===== src/rtl/count_seq_pkg.sv =====
// Shared definitions for the mod-7 sequence counter and its receive-side monitor.
package count_seq_pkg;

  localparam int unsigned MOD_DEFAULT = 7;

  typedef enum logic [1:0] {
    UNLOCKED,
    ACQUIRE,
    LOCKED
  } mon_state_t;

  function automatic logic [2:0] nxt(input logic [2:0] p,
                                     input int unsigned modulus = MOD_DEFAULT);
    logic [2:0] last;
    last = 3'(modulus - 1);
    return (p == last) ? 3'd0 : p + 3'd1;
  endfunction

endpackage


===== src/rtl/sat_counter.sv =====
// Saturating up-counter with a clear that wins over a simultaneous increment.
module sat_counter #(
  parameter int unsigned WIDTH = 8
) (
  input  logic             clk,
  input  logic             reset_n,
  input  logic             inc,
  input  logic             clr,
  output logic [WIDTH-1:0] count
);

  always_ff @(posedge clk) begin
    if (!reset_n) begin
      count <= '0;
    end else if (clr) begin
      count <= '0;
    end else if (inc && (count != '1)) begin
      count <= count + WIDTH'(1);
    end
  end

endmodule


===== src/rtl/count_seq_monitor.sv =====
// Locks onto a mod-MOD count stream, flywheels through isolated errors and
// reports lock, wrap and error events.
module count_seq_monitor
  import count_seq_pkg::*;
#(
  parameter int unsigned MOD      = MOD_DEFAULT,
  parameter int unsigned LOCK_CNT = 3,
  parameter int unsigned LOSS_CNT = 2,
  parameter int unsigned ERR_W    = 8
) (
  input  logic             clk,
  input  logic             reset_n,
  input  logic [2:0]       q_in,
  input  logic             in_valid,
  input  logic             err_clr,
  output logic             locked,
  output logic [2:0]       expected,
  output logic             wrap_pulse,
  output logic             err_pulse,
  output logic [ERR_W-1:0] err_count
);

  localparam int unsigned CNT_W = 8;

  mon_state_t       state_q, state_d;
  logic [2:0]       prev_q, prev_d;
  logic [CNT_W-1:0] match_q, match_d;
  logic [CNT_W-1:0] miss_q, miss_d;
  logic             wrap_d, err_d;
  logic [2:0]       exp_nxt;
  logic             illegal;
  logic             hit;

  always_comb begin
    state_d = state_q;
    prev_d  = prev_q;
    match_d = match_q;
    miss_d  = miss_q;
    wrap_d  = 1'b0;
    err_d   = 1'b0;
    exp_nxt = nxt(prev_q, MOD);
    illegal = (32'(q_in) >= MOD);
    hit     = (q_in == exp_nxt);

    if (in_valid) begin
      unique case (state_q)
        UNLOCKED: begin
          if (!illegal) begin
            prev_d  = q_in;
            match_d = '0;
            state_d = ACQUIRE;
          end
        end
        ACQUIRE: begin
          if (illegal) begin
            state_d = UNLOCKED;
          end else if (hit) begin
            prev_d  = q_in;
            match_d = match_q + CNT_W'(1);
            if (match_d == CNT_W'(LOCK_CNT)) begin
              state_d = LOCKED;
              miss_d  = '0;
            end
          end else begin
            prev_d  = q_in;
            match_d = '0;
          end
        end
        LOCKED: begin
          if (hit) begin
            prev_d = q_in;
            miss_d = '0;
            wrap_d = (q_in == 3'd0);
          end else begin
            // Flywheel: advance as if the expected value had arrived.
            prev_d = exp_nxt;
            err_d  = 1'b1;
            miss_d = miss_q + CNT_W'(1);
            if (miss_d == CNT_W'(LOSS_CNT)) begin
              state_d = UNLOCKED;
              match_d = '0;
              miss_d  = '0;
            end
          end
        end
        default: state_d = UNLOCKED;
      endcase
    end
  end

  always_ff @(posedge clk) begin
    if (!reset_n) begin
      state_q    <= UNLOCKED;
      prev_q     <= '0;
      match_q    <= '0;
      miss_q     <= '0;
      locked     <= 1'b0;
      expected   <= '0;
      wrap_pulse <= 1'b0;
      err_pulse  <= 1'b0;
    end else begin
      state_q    <= state_d;
      prev_q     <= prev_d;
      match_q    <= match_d;
      miss_q     <= miss_d;
      locked     <= (state_d == LOCKED);
      // Outside LOCKED the last prediction is held rather than tracking prev.
      expected   <= (state_d == LOCKED) ? nxt(prev_d, MOD) : expected;
      wrap_pulse <= wrap_d;
      err_pulse  <= err_d;
    end
  end

  sat_counter #(
    .WIDTH(ERR_W)
  ) u_err_cnt (
    .clk    (clk),
    .reset_n(reset_n),
    .inc    (err_d),
    .clr    (err_clr),
    .count  (err_count)
  );

endmodule


===== config.mk =====
export PLATFORM = sky130hd
export DESIGN_NAME = count_seq_monitor
export DESIGN_NICKNAME = d
export VERILOG_FILES = /design/src/rtl/count_seq_pkg.sv /design/src/rtl/sat_counter.sv /design/src/rtl/count_seq_monitor.sv
export SDC_FILE = /design/constraint.sdc
export NUM_CORES = 1
export LEC_CHECK = 0
export CORE_ASPECT_RATIO = 1.1
export CORE_MARGIN = 4
export CORE_UTILIZATION = 52
export CTS_CLUSTER_DIAMETER = 200
export DETAILED_ROUTE_END_ITERATION = 7
export PLACE_DENSITY = 0.87
export SYNTH_ARGS = -nofsm -noshare
export SYNTH_HDL_FRONTEND = slang
export SYNTH_HIERARCHICAL = 1
export SYNTH_SLANG_ARGS = --single-unit

===== constraint.sdc =====
create_clock -name clk -period 2.06 [get_ports clk]
set_clock_uncertainty 0.05 [all_clocks]
set_input_delay 0.412 -clock clk [delete_from_list [all_inputs] [get_ports clk]]
set_output_delay 0.412 -clock clk [all_outputs]
set_load 0.005 [all_outputs]

== After elaboration in Yosys (flattened, before gate mapping) ==
Index checks and enable logic that the tools add are counted.

* Reductions and logical operators: 10
* Muxes and demuxes: 29
* $add $sub $neg: 5
* Equality and inequality tests: 15
* Magnitude comparators: 1
* Bitwise operators: 1

{| class="wikitable"
|+ Operators by type and width
! cell !! number
|-
| 2-to-1 mux 8 bit || 10
|-
| adder 8 x 1 -> 8 bit (second input constant) || 3
|-
| one-hot mux 8 bit (3 select lines) || 1
|-
| equality test 8 x 2 -> 1 bit (second input constant) || 2
|-
| one-hot mux 8 bit (2 select lines) || 1
|-
| 2-to-1 mux 3 bit || 5
|-
| 2-to-1 mux 2 bit || 7
|-
| inequality test 2 bit (second input constant) || 6
|-
| inequality test 8 bit (second input constant) || 1
|-
| adder 3 x 1 -> 3 bit (second input constant) || 2
|-
| equality test 3 bit (second input constant) || 2
|-
| one-hot mux 2 bit (3 select lines) || 1
|-
| one-hot mux 3 bit (2 select lines) || 1
|-
| AND reduction 6 bit || 1
|-
| AND reduction 5 bit || 1
|-
| equality test 2 bit (second input constant) || 2
|-
| AND reduction 4 bit || 1
|-
| OR reduction 2 bit || 2
|-
| equality test 3 bit || 1
|-
| greater-or-equal comparator 3 bit (second input constant) || 1
|-
| zero test 3 bit || 1
|-
| 2-to-1 mux 1 bit || 3
|-
| nonzero test 3 bit || 1
|-
| equality test 2 x 1 -> 1 bit (second input constant) || 1
|-
| other kinds (4) || 4
|}

* Input port bits: 7
* Register bits after elaboration: 35
* Output and inout bits: 14
* Logic and storage cells: 70

== Logic depth before layout (Yosys ltp) ==
* Depth in word-level cells: 8
* Depth in mapped cells: 8
* Mapped depth without buffers: 7

== Cells and area by module ==
The synthesis kept the hierarchy.

{| class="wikitable"
|+ By module, submodules not included
! module !! cells each !! seq. area each (µm²) !! instances !! area an instance (µm²)
|-
| count_seq_monitor || 255 || 540.5 || 1 || 2,018.2
|-
| sat_counter || 46 || 160.2 || 1 || 421.7
|}

== Least setup slack after synthesis ==
OpenSTA, ideal clock, no wires.

* Path type: input port to flip-flop
* Start point: in q_in[0]
* End point: reg u_err_cnt.count[5]
* Setup time: 72 ps
* Stages: 8
* Arrival: 2,098 ps
* Data required time: 1,938 ps
* Buffers on the path: 1
* Slack: -159 ps
* Cell sequence: buf_6 -> and2b_2 -> a311o_1 -> o22ai_2 -> and2_1 -> nand4_1 -> a211oi_2 -> mux2i_1

* Cells in the longest elaborated chain, start to end: 5

{| class="wikitable"
|+ RTL lines
! element !! line !! RTL
|-
| start: declaration || count_seq_monitor.sv:13 || <nowiki>input logic [2:0] q_in,</nowiki>
|-
| equality test 3 bit || count_seq_monitor.sv:43 || <nowiki>hit = (q_in == exp_nxt);</nowiki>
|-
| 2-to-1 mux 1 bit || count_seq_monitor.sv:70 || <nowiki>if (hit) begin</nowiki>
|-
| 2-to-1 mux 1 bit || count_seq_monitor.sv:46 || <nowiki>unique case (state_q)</nowiki>
|-
| 2-to-1 mux 1 bit || count_seq_monitor.sv:45 || <nowiki>if (in_valid) begin</nowiki>
|-
| net err_d || count_seq_monitor.sv:29 || <nowiki>logic wrap_d, err_d;</nowiki>
|-
| logical AND 1 bit || sat_counter.sv:17 || <nowiki>end else if (inc && (count != '1)) begin</nowiki>
|-
| end signal: assignment || sat_counter.sv:18 || <nowiki>count <= count + WIDTH'(1);</nowiki>
|-
| end: declaration || sat_counter.sv:9 || <nowiki>output logic [WIDTH-1:0] count</nowiki>
|}

The timed path passes the listed nets, and every way through them passes these cells.
A chain may end at the register's enable or synchronous reset.

== Worst setup path in the final report ==
* Start point: in in_valid
* End point: reg expected[1]

* Cells in the longest elaborated chain, start to end: 3
* Elaborated cells on any way between the ends: 6
* Those cells by class: add/sub: 1; eq/ne: 2; mux: 3

{| class="wikitable"
|+ RTL lines
! element !! line !! RTL
|-
| start: declaration || count_seq_monitor.sv:14 || <nowiki>input logic in_valid,</nowiki>
|-
| 2-to-1 mux 3 bit || count_seq_monitor.sv:45 ||
|-
| adder 3 x 1 -> 3 bit or equality test 3 bit (tied branches) || count_seq_pkg.sv:16 || <nowiki>return (p == last) ? 3'd0 : p + 3'd1;</nowiki>
|-
| 2-to-1 mux 3 bit || count_seq_pkg.sv:16 ||
|-
| end signal: assignment || count_seq_monitor.sv:108 || <nowiki>expected <= (state_d == LOCKED) ? nxt(prev_d, MOD) : expected;</nowiki>
|-
| end: declaration || count_seq_monitor.sv:17 || <nowiki>output logic [2:0] expected,</nowiki>
|}

Several ways; a longest one is shown, not always the timed one.

==> results_dict.tcl <==
set metrics [dict create \
    synth-xor-area-share_pct 1.077 \
    holdBufCountCts 0 \
    rrSetupSlack_ps 60 \
    synth_fa_ha_area_share_pct 2.564 \
    clock_latency_ps 300 \
    cp-end-kind "flop" \
    worstSetupStartpointType "primary input" \
    worstPathArrival_ps 2170 \
    synth-compound-area-share_pct 26.31 \
    wl_per_cell_um 16.10 \
    cp_max_fo 2 \
    power_per_cell_area_nw_per_um2 475.8 \
    stdcell_count 410 \
    yosysWarnings 6 \
    synth_top_family_by_area "simple AND/OR/NAND/NOR gates" \
    finalCriticalPeriod_ps 2009 \
    postRouteAntennaNets 0 \
    fill_cells 307 \
    crit_type "primary input to flop" \
    initial_core_util_pct 55.32 \
    drive_above_1_share_pct 29.21 \
    core_um2 4410 \
    synthesis.nets 313 \
    worst_pin_slew_ps 422.3 \
    track_usage_pct 23.61 \
    synth_simple_gate_area_share_pct 33.23 \
    yosysUniqueCellTypes 69 \
    slew_violations 0 \
    area_delta_synth_final_pct 31.18 \
    root_buffer "clkbuf_8" \
    critPathRequiredTime_ps 2220 \
    port_buffers 20 \
    grt_pass1_vias 2504 \
    cts_buffers 5 \
    die_x_um 73.31 \
    synth_edf_count 0 \
    clkSinkCount 35 \
    synthCells 301 \
    wl_mm 6.600 \
    netlist_top_cells_area "dfxtp_1, nand2_1, a21oi_1" \
    max_cap_violations 0 \
    fp-row-count 25 \
    syn_avg_cell_area_um2 8.106 \
    vias 2577 \
    outcome "completed" \
    clk_pin_slew_worst_paths_ps 70 \
    drt_iter0_markers 237 \
    yosysTopAreaCell "dfxtp_1" \
    ys_ff_latch 35 \
    dr.pass1.iters 5 \
    drc_errors 0 \
    vias_per_cell 6.285 \
    gp_congestion 0.9123 \
    cts_tree "built" \
    synth.area.mux_share_pct 2.462 \
    power.total_w 0.001523 \
    n_antenna_cell 0 \
    ir_worst_vdd_uv 437.9 \
    finalHoldViolations 0 \
    hold_path.class "flop to flop" \
    async_flop_share_pct 0 \
    fin_nets 367 \
    grt_max_degree 21 \
    synth_area_um2 2440 \
    synth.top_cell.area_share_pct 28.72 \
    p_leak_nw 1.144 \
    pin_count 21 \
    die_area_um2 5853 \
    die_h_um 79.84 \
    antenna_found_initial 0 \
    h-tree-depth 2 \
    dp_cells 399 \
    grt_pass1_wl_mm 11.07 \
    fmax_ghz 0.4977 \
    hpwl_mm 4.435 \
    max_slew_margin_pct 71.59 \
    yosys-top-cells-count "dfxtp_1, nand2_1, a21oi_1" \
    setup_violations 0 \
    grt-ovfl-total 0 \
    post-route-period-util_pct 97.54 \
    yosys_most_used_dff "dfxtp_1" \
    cts_max_path_buffers 2 \
    yosysSeqAreaShare_pct 28.72 \
]
==> logic make-up after synthesis <==
group / count (synthesis)
buffers and inverters: 25
adder cells (fa/ha/maj): 5
AO/OA/AOI/OAI: 86
AND/OR/NAND/NOR: 141
XOR/XNOR: 3
flip-flops: 35
multiplexers: 6
==> metrics by stage <==
step / area [µm²] / hold slack [ps] / utilization (%) / TNS, ps / setup WS (ps)
floorplan: 2465 / 401.1 / - / -13.42 / -12.85
finish: 3201 / 426.5 / 72.57 / 0 / 50.61
detailed placement: 2945 / 415.4 / 66.78 / -16640 / -619.0
global route: 3201 / 449.6 / 72.57 / -124.0 / -35.66
CTS: 3128 / 428.7 / 70.92 / 0 / 7.690
global placement: 2945 / 402.8 / 66.78 / -14270 / -540.8
==> layout make-up <==
class	instances	area, µm²	share of cell area [%]
clock buffer	5	68.82	2.150
inverter	7	26.28	0.8210
sequential	35	715.7	22.36
multi-input combinational	241	1739	54.34
clock inverter	3	43.79	1.368
timing repair buffer	65	539.3	16.85
tap	54	67.56	2.111
==> per-layer routing <==
metal	track usage [%]	wire length, µm	vias up
met5	0	0	-
met4	11.41	198	0
met3	4.660	265	22
met2	38.46	3299	74
met1	29.38	2837	1234
li1	-	-	1247
==> worst max-delay path, cell delays in order <==
cell	delay [ps]
clkdlybuf4s50_1	470
a21boi_0	250
nor2_1	90
a211oi_1	390
and2_1	200
o21ai_0	100
a311oi_1	260
==> state kept, by name, summed over array words and instances (netlist names), named ones only <==
register and cells:
state_q 1, miss_q 8, prev_q 3, locked 1
err_pulse 1, match_q 8, expected 3, wrap_pulse 1
u_err_cnt/count 8
==> worst paths after layout <==
| kind | start | to | cells past startpoint |
|---|---|---|---|
| max reg2reg | miss_q[1] | expected[1] | 7 |
| min | expected[0] | expected[0] | 2 |
| min reg2reg | expected[0] | expected[0] | 2 |
| max | in_valid | expected[1] | 7 |
==> where the power goes <==
part           switching [W]  internal (W)
sequential         0.0000113      0.000680
clock               0.000272      0.000360
combinational       0.000107     0.0000932
==> placed cells by master, fill, tap and decap left out, types with 6 or more instances in the layout <==
| cell type | synthesis | routed |
|---|---|---|
| nand4_1 | 8 | 8 |
| clkdlybuf4s50_1 | 0 | 17 |
| inv_1 | 7 | 7 |
| nand3_1 | 17 | 17 |
| a31oi_1 | 8 | 8 |
| a21oi_1 | 20 | 17 |
| nor2b_1 | 8 | 7 |
| dfxtp_1 | 35 | 29 |
| nor4_1 | 7 | 7 |
| mux2i_1 | 6 | 6 |
| o21ai_0 | 11 | 10 |
| nor2_1 | 16 | 15 |
| nand2_1 | 35 | 35 |
| buf_4 | 1 | 43 |
| nand2b_1 | 6 | 6 |
==> timing repair <==
action                                  in CTS  in global routing
setup buffers                                3                  0
resized for setup                           12                 30
endpoints found under the setup margin      31                 27
gates cloned                                 0                  0
pin swaps                                    6                  9
No activity file was read; power rests on OpenSTA's default activity.
